**src/rtl/overture_pkg.sv**
```systemverilog
// rtl/overture_pkg.sv - shared opcode, ALU and condition encodings for the Overture core
// Purpose: type definitions and field constants used by the core and its ALU.
// Ports: none (package).
package overture_pkg;

  typedef enum logic [1:0] {
    OP_IMM  = 2'd0,
    OP_ALU  = 2'd1,
    OP_COPY = 2'd2,
    OP_COND = 2'd3
  } opcode_e;

  typedef enum logic [2:0] {
    ALU_OR   = 3'd0,
    ALU_NAND = 3'd1,
    ALU_NOR  = 3'd2,
    ALU_AND  = 3'd3,
    ALU_ADD  = 3'd4,
    ALU_SUB  = 3'd5,
    ALU_XOR  = 3'd6,
    ALU_SHL  = 3'd7
  } alu_op_e;

  typedef enum logic [2:0] {
    COND_NEVER  = 3'd0,
    COND_EQZ    = 3'd1,
    COND_LTZ    = 3'd2,
    COND_LEZ    = 3'd3,
    COND_ALWAYS = 3'd4,
    COND_NEZ    = 3'd5,
    COND_GEZ    = 3'd6,
    COND_GTZ    = 3'd7
  } cond_e;

  localparam int          NUM_REGS = 6;
  localparam logic [2:0]  SRC_IO   = 3'd6;
  localparam logic [2:0]  DST_IO   = 3'd6;
  localparam logic [2:0]  SRC_ZERO = 3'd7;
  localparam logic [2:0]  DST_NULL = 3'd7;

endpackage

```
**src/rtl/overture_alu.sv**
```systemverilog
// rtl/overture_alu.sv - combinational ALU for the Overture core
// Purpose: computes f(a, b) for the eight ALU function codes, modulo 2^DATA_W.
// Ports: i_a (r1), i_b (r2), i_op (function code), o_y (result).
module overture_alu
  import overture_pkg::*;
#(
  parameter int DATA_W = 8
) (
  input  logic [DATA_W-1:0] i_a,
  input  logic [DATA_W-1:0] i_b,
  input  logic [2:0]        i_op,
  output logic [DATA_W-1:0] o_y
);

  always_comb begin
    o_y = '0;
    case (alu_op_e'(i_op))
      ALU_OR:   o_y = i_a | i_b;
      ALU_NAND: o_y = ~(i_a & i_b);
      ALU_NOR:  o_y = ~(i_a | i_b);
      ALU_AND:  o_y = i_a & i_b;
      ALU_ADD:  o_y = i_a + i_b;
      ALU_SUB:  o_y = i_a - i_b;
      ALU_XOR:  o_y = i_a ^ i_b;
      ALU_SHL:  o_y = {i_a[DATA_W-2:0], 1'b0};
      default:  o_y = '0;
    endcase
  end

endmodule

```
**src/rtl/overture_cpu_param.sv**
```systemverilog
// rtl/overture_cpu_param.sv - parametrised Overture core with loadable program RAM
// Purpose: single-cycle Overture core; decode, register file, PC, input/output
//   handshake, retired counter and program RAM.
// Ports: clk, reset_n (async active-low), run/step (execute controls),
//   prog_we/prog_addr/prog_data (RAM load while halted), in_port/in_valid/in_ready
//   (input handshake), out_port/out_valid (output), pc, instr_debug, stalled,
//   retired, r0_out..r5_out (register file view).
module overture_cpu_param
  import overture_pkg::*;
#(
  parameter int    DATA_W     = 8,
  parameter int    PROG_DEPTH = 256,
  parameter string PROG_FILE  = "",
  localparam int   PC_W       = $clog2(PROG_DEPTH)
) (
  input  logic              clk,
  input  logic              reset_n,
  input  logic              run,
  input  logic              step,
  input  logic              prog_we,
  input  logic [PC_W-1:0]   prog_addr,
  input  logic [7:0]        prog_data,
  input  logic [DATA_W-1:0] in_port,
  input  logic              in_valid,
  output logic              in_ready,
  output logic [DATA_W-1:0] out_port,
  output logic              out_valid,
  output logic [PC_W-1:0]   pc,
  output logic [7:0]        instr_debug,
  output logic              stalled,
  output logic [31:0]       retired,
  output logic [DATA_W-1:0] r0_out,
  output logic [DATA_W-1:0] r1_out,
  output logic [DATA_W-1:0] r2_out,
  output logic [DATA_W-1:0] r3_out,
  output logic [DATA_W-1:0] r4_out,
  output logic [DATA_W-1:0] r5_out
);

  logic [7:0]        r_ram [PROG_DEPTH];
  logic [PC_W-1:0]   r_pc;
  logic [DATA_W-1:0] r_regs [NUM_REGS];
  logic [DATA_W-1:0] r_out_port;
  logic              r_out_valid;
  logic [31:0]       r_retired;

  logic [7:0]        w_instr;
  opcode_e           w_opcode;
  logic [2:0]        w_src;
  logic [2:0]        w_dst;
  logic              w_exec;
  logic              w_wants_in;
  logic              w_stall;
  logic              w_complete;
  logic [DATA_W-1:0] w_src_val;
  logic [DATA_W-1:0] w_alu_y;
  logic              w_r3_neg;
  logic              w_r3_zero;
  logic              w_taken;
  logic [PC_W-1:0]   w_pc_next;

  // Loads are only honoured while the core is fully halted.
  always_ff @(posedge clk) begin
    if (prog_we && !w_exec) r_ram[prog_addr] <= prog_data;
  end

  assign w_instr    = r_ram[r_pc];
  assign w_opcode   = opcode_e'(w_instr[7:6]);
  assign w_src      = w_instr[5:3];
  assign w_dst      = w_instr[2:0];
  assign w_exec     = run | step;
  assign w_wants_in = (w_opcode == OP_COPY) && (w_src == SRC_IO);
  assign w_stall    = w_exec && w_wants_in && !in_valid;
  assign w_complete = w_exec && !w_stall;

  always_comb begin
    w_src_val = '0;
    if (w_src == SRC_IO) begin
      w_src_val = in_port;
    end else if (w_src != SRC_ZERO) begin
      for (int i = 0; i < NUM_REGS; i++) begin
        if (w_src == 3'(i)) w_src_val = r_regs[i];
      end
    end
  end

  overture_alu #(.DATA_W(DATA_W)) u_alu (
    .i_a  (r_regs[1]),
    .i_b  (r_regs[2]),
    .i_op (w_instr[2:0]),
    .o_y  (w_alu_y)
  );

  // Conditions look at r3 as a signed DATA_W value.
  assign w_r3_neg  = r_regs[3][DATA_W-1];
  assign w_r3_zero = (r_regs[3] == '0);

  always_comb begin
    w_taken = 1'b0;
    case (cond_e'(w_instr[2:0]))
      COND_NEVER:  w_taken = 1'b0;
      COND_EQZ:    w_taken = w_r3_zero;
      COND_LTZ:    w_taken = w_r3_neg;
      COND_LEZ:    w_taken = w_r3_neg | w_r3_zero;
      COND_ALWAYS: w_taken = 1'b1;
      COND_NEZ:    w_taken = !w_r3_zero;
      COND_GEZ:    w_taken = !w_r3_neg;
      COND_GTZ:    w_taken = !w_r3_neg && !w_r3_zero;
      default:     w_taken = 1'b0;
    endcase
  end

  // PC_W-wide increment wraps PROG_DEPTH-1 -> 0 since the depth is a power of 2.
  assign w_pc_next = ((w_opcode == OP_COND) && w_taken) ? r_regs[0][PC_W-1:0]
                                                        : r_pc + PC_W'(1);

  always_ff @(posedge clk or negedge reset_n) begin
    if (!reset_n) begin
      r_pc        <= '0;
      r_out_port  <= '0;
      r_out_valid <= 1'b0;
      r_retired   <= '0;
      for (int i = 0; i < NUM_REGS; i++) r_regs[i] <= '0;
    end else begin
      r_out_valid <= 1'b0;
      if (w_complete) begin
        r_pc      <= w_pc_next;
        r_retired <= r_retired + 32'd1;
        case (w_opcode)
          OP_IMM: r_regs[0] <= {{(DATA_W-6){1'b0}}, w_instr[5:0]};
          OP_ALU: r_regs[3] <= w_alu_y;
          OP_COPY: begin
            if (w_dst == DST_IO) begin
              r_out_port  <= w_src_val;
              r_out_valid <= 1'b1;
            end else if (w_dst != DST_NULL) begin
              for (int i = 0; i < NUM_REGS; i++) begin
                if (w_dst == 3'(i)) r_regs[i] <= w_src_val;
              end
            end
          end
          default: ;
        endcase
      end
    end
  end

  assign in_ready    = w_exec && w_wants_in && in_valid;
  assign stalled     = w_stall;
  assign out_port    = r_out_port;
  assign out_valid   = r_out_valid;
  assign pc          = r_pc;
  assign instr_debug = w_instr;
  assign retired     = r_retired;
  assign r0_out      = r_regs[0];
  assign r1_out      = r_regs[1];
  assign r2_out      = r_regs[2];
  assign r3_out      = r_regs[3];
  assign r4_out      = r_regs[4];
  assign r5_out      = r_regs[5];

endmodule

```
**config.mk**
```make
export PLATFORM = sky130hd
export DESIGN_NAME = overture_cpu_param
export DESIGN_NICKNAME = d
export VERILOG_FILES = /design/src/rtl/overture_pkg.sv /design/src/rtl/overture_alu.sv /design/src/rtl/overture_cpu_param.sv
export SDC_FILE = /design/constraint.sdc
export NUM_CORES = 2
export LEC_CHECK = 0
export ABC_AREA = 0
export CAP_MARGIN = 10
export CORE_MARGIN = 5
export CORE_UTILIZATION = 40
export DETAILED_ROUTE_END_ITERATION = 7
export SYNTH_ARGS = -nofsm -noshare
export SYNTH_HDL_FRONTEND = slang
export SYNTH_SLANG_ARGS = --single-unit
```
**constraint.sdc**
```tcl
create_clock -name clk -period 7.8 [get_ports clk]
set_input_delay 1.17 -clock clk [delete_from_list [all_inputs] [get_ports clk]]
set_output_delay 1.17 -clock clk [all_outputs]
set_load 0.005 [all_outputs]
```
==> flow_metrics.tcl <==
set metrics [dict create \
    outcome "finished, final reports clean" \
    hold_buffers 0 \
    combPwrFrac 0.360 \
    layout_min_cycle_time_ns 7.53 \
    hold_class "primary input to async pin" \
    cts_root_buf "clkbuf_16" \
    die_y_um 475 \
    grt_start_max_net_pins 169 \
    syn_inst 4422 \
    fp.dieArea_um2 226000 \
    row_count 170 \
    clkSinkCount 2145 \
    cp-start-kind "flop" \
    grt_pass1_vias 45700 \
    seq_power_share 0.362 \
    syn_area_per_cell_um2 19.6 \
    totalWireLength_mm 252 \
    final_common_cell "edfxtp_1" \
    finalSetupViolations 0 \
    grt_use_total 0.221 \
    syn_nets 4479 \
    htreeDepth 4 \
    end_kind "output pin" \
    dp.cells 7303 \
    area_growth_pct 13.5 \
    antenna_found_initial 8 \
    clock_skew_ns 0.0453 \
    fin_crit_sh 0.966 \
    cts_buffers 213 \
    power.switching_mw 12.8 \
    finalSetupTns_ns 0 \
    max_freq_mhz 133 \
    hold_viol 0 \
    peakVddDrop_mv 0.290 \
    grt_overflow 0 \
    vias 46100 \
    synth_edf_count 2048 \
    stdcell_count 7706 \
    ys_types 98 \
    maxCapViolCount 0 \
    path_cells "buf_12 -> buf_4 -> buf_4 -> mux4_2 -> mux2i_1 -> o21ai_0 -> o21ai_0 -> a221oi_4 -> nor2_4 -> inv_1 -> a21oi_2 -> and3_1 -> and2_1 -> clkdlybuf4s50_1" \
    cts_tree "built" \
    vias_per_cell 5.98 \
    powerDensity_nw_per_um2 372 \
    wl_per_cell_um 32.7 \
    yosysTopAreaCellShare 0.711 \
    clock_path_buffers 3 \
    clk_pin_slew_ns 0.06 \
    cp_slowest_cell "dfrtp_4" \
    die_width_um 475 \
    clkPwrFrac 0.278 \
    rsz0062_at_grt "no" \
    place_congestion 0.862 \
    fillers 18200 \
    ios 137 \
    yosysSeqAreaShare 0.739 \
    path_max_fanout 28 \
    synth.top_cells.by_area "edfxtp_1, mux4_2, mux2i_1, dfrtp_1, nor2_1" \
    grt_pass1_wl_mm 355 \
    layout-drive-gt1-share 0.219 \
    clk_latency_ns 0.87 \
    synth-seq-cells 2145 \
    io_buffers 136 \
    required_ns 6.63 \
    dr.pass1.iters 6 \
    sw_frac_of_total 0.352 \
    synthArstFlopShare 0.0452 \
    ys_warn_count 0 \
    drc 0 \
    maxSlewViolCount 0 \
    syn_area_um2 86500 \
    start_util 0.403 \
    critical_path_class "flop to output pin" \
    cp.arrival_ns 6.36 \
    ant_nets 0 \
    yosysTopAreaCell "edfxtp_1" \
    core_area_um2 215000 \
    layout.nets 4739 \
    leakage_nw 31.5 \
    relSlewSlack 0.218 \
    power_mw 36.5 \
    hold-worst-slack_ns 0.263 \
    internal_power_mw 23.7 \
    synth_top_flop_cell "edfxtp_1" \
    critPathMaxStageDelay_ns 0.73 \
    dp_hpwl_mm 159 \
    tightestPinTransition_ns 1.17 \
    layout_common_cells "edfxtp_1, mux4_2, nor2_1, mux2i_1, clkbuf_16" \
    drt-initial-drc-count 6061 \
]
critical path: cells and delay by family, from the launching register on:
family                 cells  cell delay [ns]
buffers and inverters      5             1.64
AOI/OAI and AO/OA          4             1.38
muxes                      2             0.86
and+or+nand+nor            3             0.80
DFF                        1             0.73
state kept, by name (all words and copies together) (netlist names):
signal / count
r1_out: 8
r2_out: 8
r3_out: 8
r0_out: 8
r5_out: 8
r_ram: 2048
retired: 32
out_valid: 1
pc: 8
out_port: 8
r4_out: 8
Yosys cell counts (all sizes together) (12+ instances only):
cell type / number
o22ai: 30
xnor2: 40
dfrtp: 97
nand2b: 13
nor3: 23
and3: 24
a211o: 15
nand2: 144
a21oi: 74
clkbuf: 85
nor2b: 29
inv: 45
a22oi: 69
and2: 13
buf: 175
mux4: 446
edfxtp: 2048
o211ai: 12
o221ai: 18
nand3: 66
a221oi: 25
a211oi: 18
nor2: 315
o21ai: 62
mux2: 87
mux2i: 266
nand4: 19
ha: 26
area by class of cell:
class / count / area, um^2 / share of cell area
clock buffers: 250 / 5520 / 0.0563
flip-flops and latches: 2145 / 63900 / 0.651
inverters: 48 / 193 / 0.00196
clock inverters: 147 / 1380 / 0.0140
well taps: 2838 / 3550 / 0.0362
diodes: 4 / 10.0 / 0.000102
multi-input cells: 1969 / 20600 / 0.210
repair buffers: 305 / 2940 / 0.0300
metal layers:
| metal | vias to the layer above | part of all wire | GRT usage |
|---|---|---|---|
| li1 | 18600 | - | - |
| met2 | 2532 | 0.46 | 0.341 |
| met4 | 6 | 0.043 | 0.0857 |
| met3 | 473 | 0.094 | 0.0496 |
| met1 | 24500 | 0.40 | 0.308 |
| met5 | - | 0.00016 | 0 |
final timing paths:
| path | startpoint | endpoint | slack (ns) | depth (start not counted) |
|---|---|---|---|---|
| max | pc[0] | stalled | 0.27 | 14 |
| min | reset_n | retired[6] | 0.26 | 1 |
| max reg2reg | pc[2] | r3_out[7] | 0.74 | 23 |
| min reg2reg | retired[11] | retired[11] | 0.49 | 1 |
| max in group asynchronous | reset_n | pc[3] | 6.17 | 2 |
| min in group clk | retired[11] | retired[11] | 0.49 | 1 |
what timing repair did:
| item | in CTS | in global routing |
|---|---|---|
| setup buffers | 0 | 1 |
| setup endpoints to repair | 0 | 4 |
| gates resized for setup | 0 | 3 |
power groups by stage:
| stage | clock network, mW | registers (mW) | logic [mW] |
|---|---|---|---|
| floorplan | 0 | 13.2 | 8.36 |
| global placement | 0 | 13.4 | 12.9 |
| detailed placement | 0 | 13.5 | 13.0 |
| CTS | 10.2 | 13.2 | 13.0 |
| global route | 10.8 | 13.2 | 13.7 |
| finish | 10.1 | 13.2 | 13.1 |
per-stage QoR:
| step | instance area, um^2 | setup WS, ns | utilization |
|---|---|---|---|
| 2_1_floorplan | 86500 | 1.83 | - |
| 3_3_place_gp | 91200 | 0.647 | 0.425 |
| 3_5_place_dp | 91200 | 0.598 | 0.425 |
| 4_1_cts | 98100 | 0.0979 | 0.457 |
| 5_1_grt | 98100 | 0.127 | 0.457 |
| 6_report | 98200 | 0.268 | 0.457 |
cells by family (layout without fill, tap and decap cells):
| family | after synthesis | in the layout | share of synthesized area |
|---|---|---|---|
| other cells | 0 | 4 | 0 |
| flops | 2145 | 2145 | 0.739 |
| mux | 799 | 799 | 0.158 |
| xor+xnor | 46 | 46 | 0.00466 |
| buf+inv | 308 | 750 | 0.0233 |
| simple gates | 675 | 675 | 0.0355 |
| compound gates | 422 | 422 | 0.0353 |
| fa+ha+maj | 27 | 27 | 0.00399 |
No activity file was read; power rests on OpenSTA's default activity.
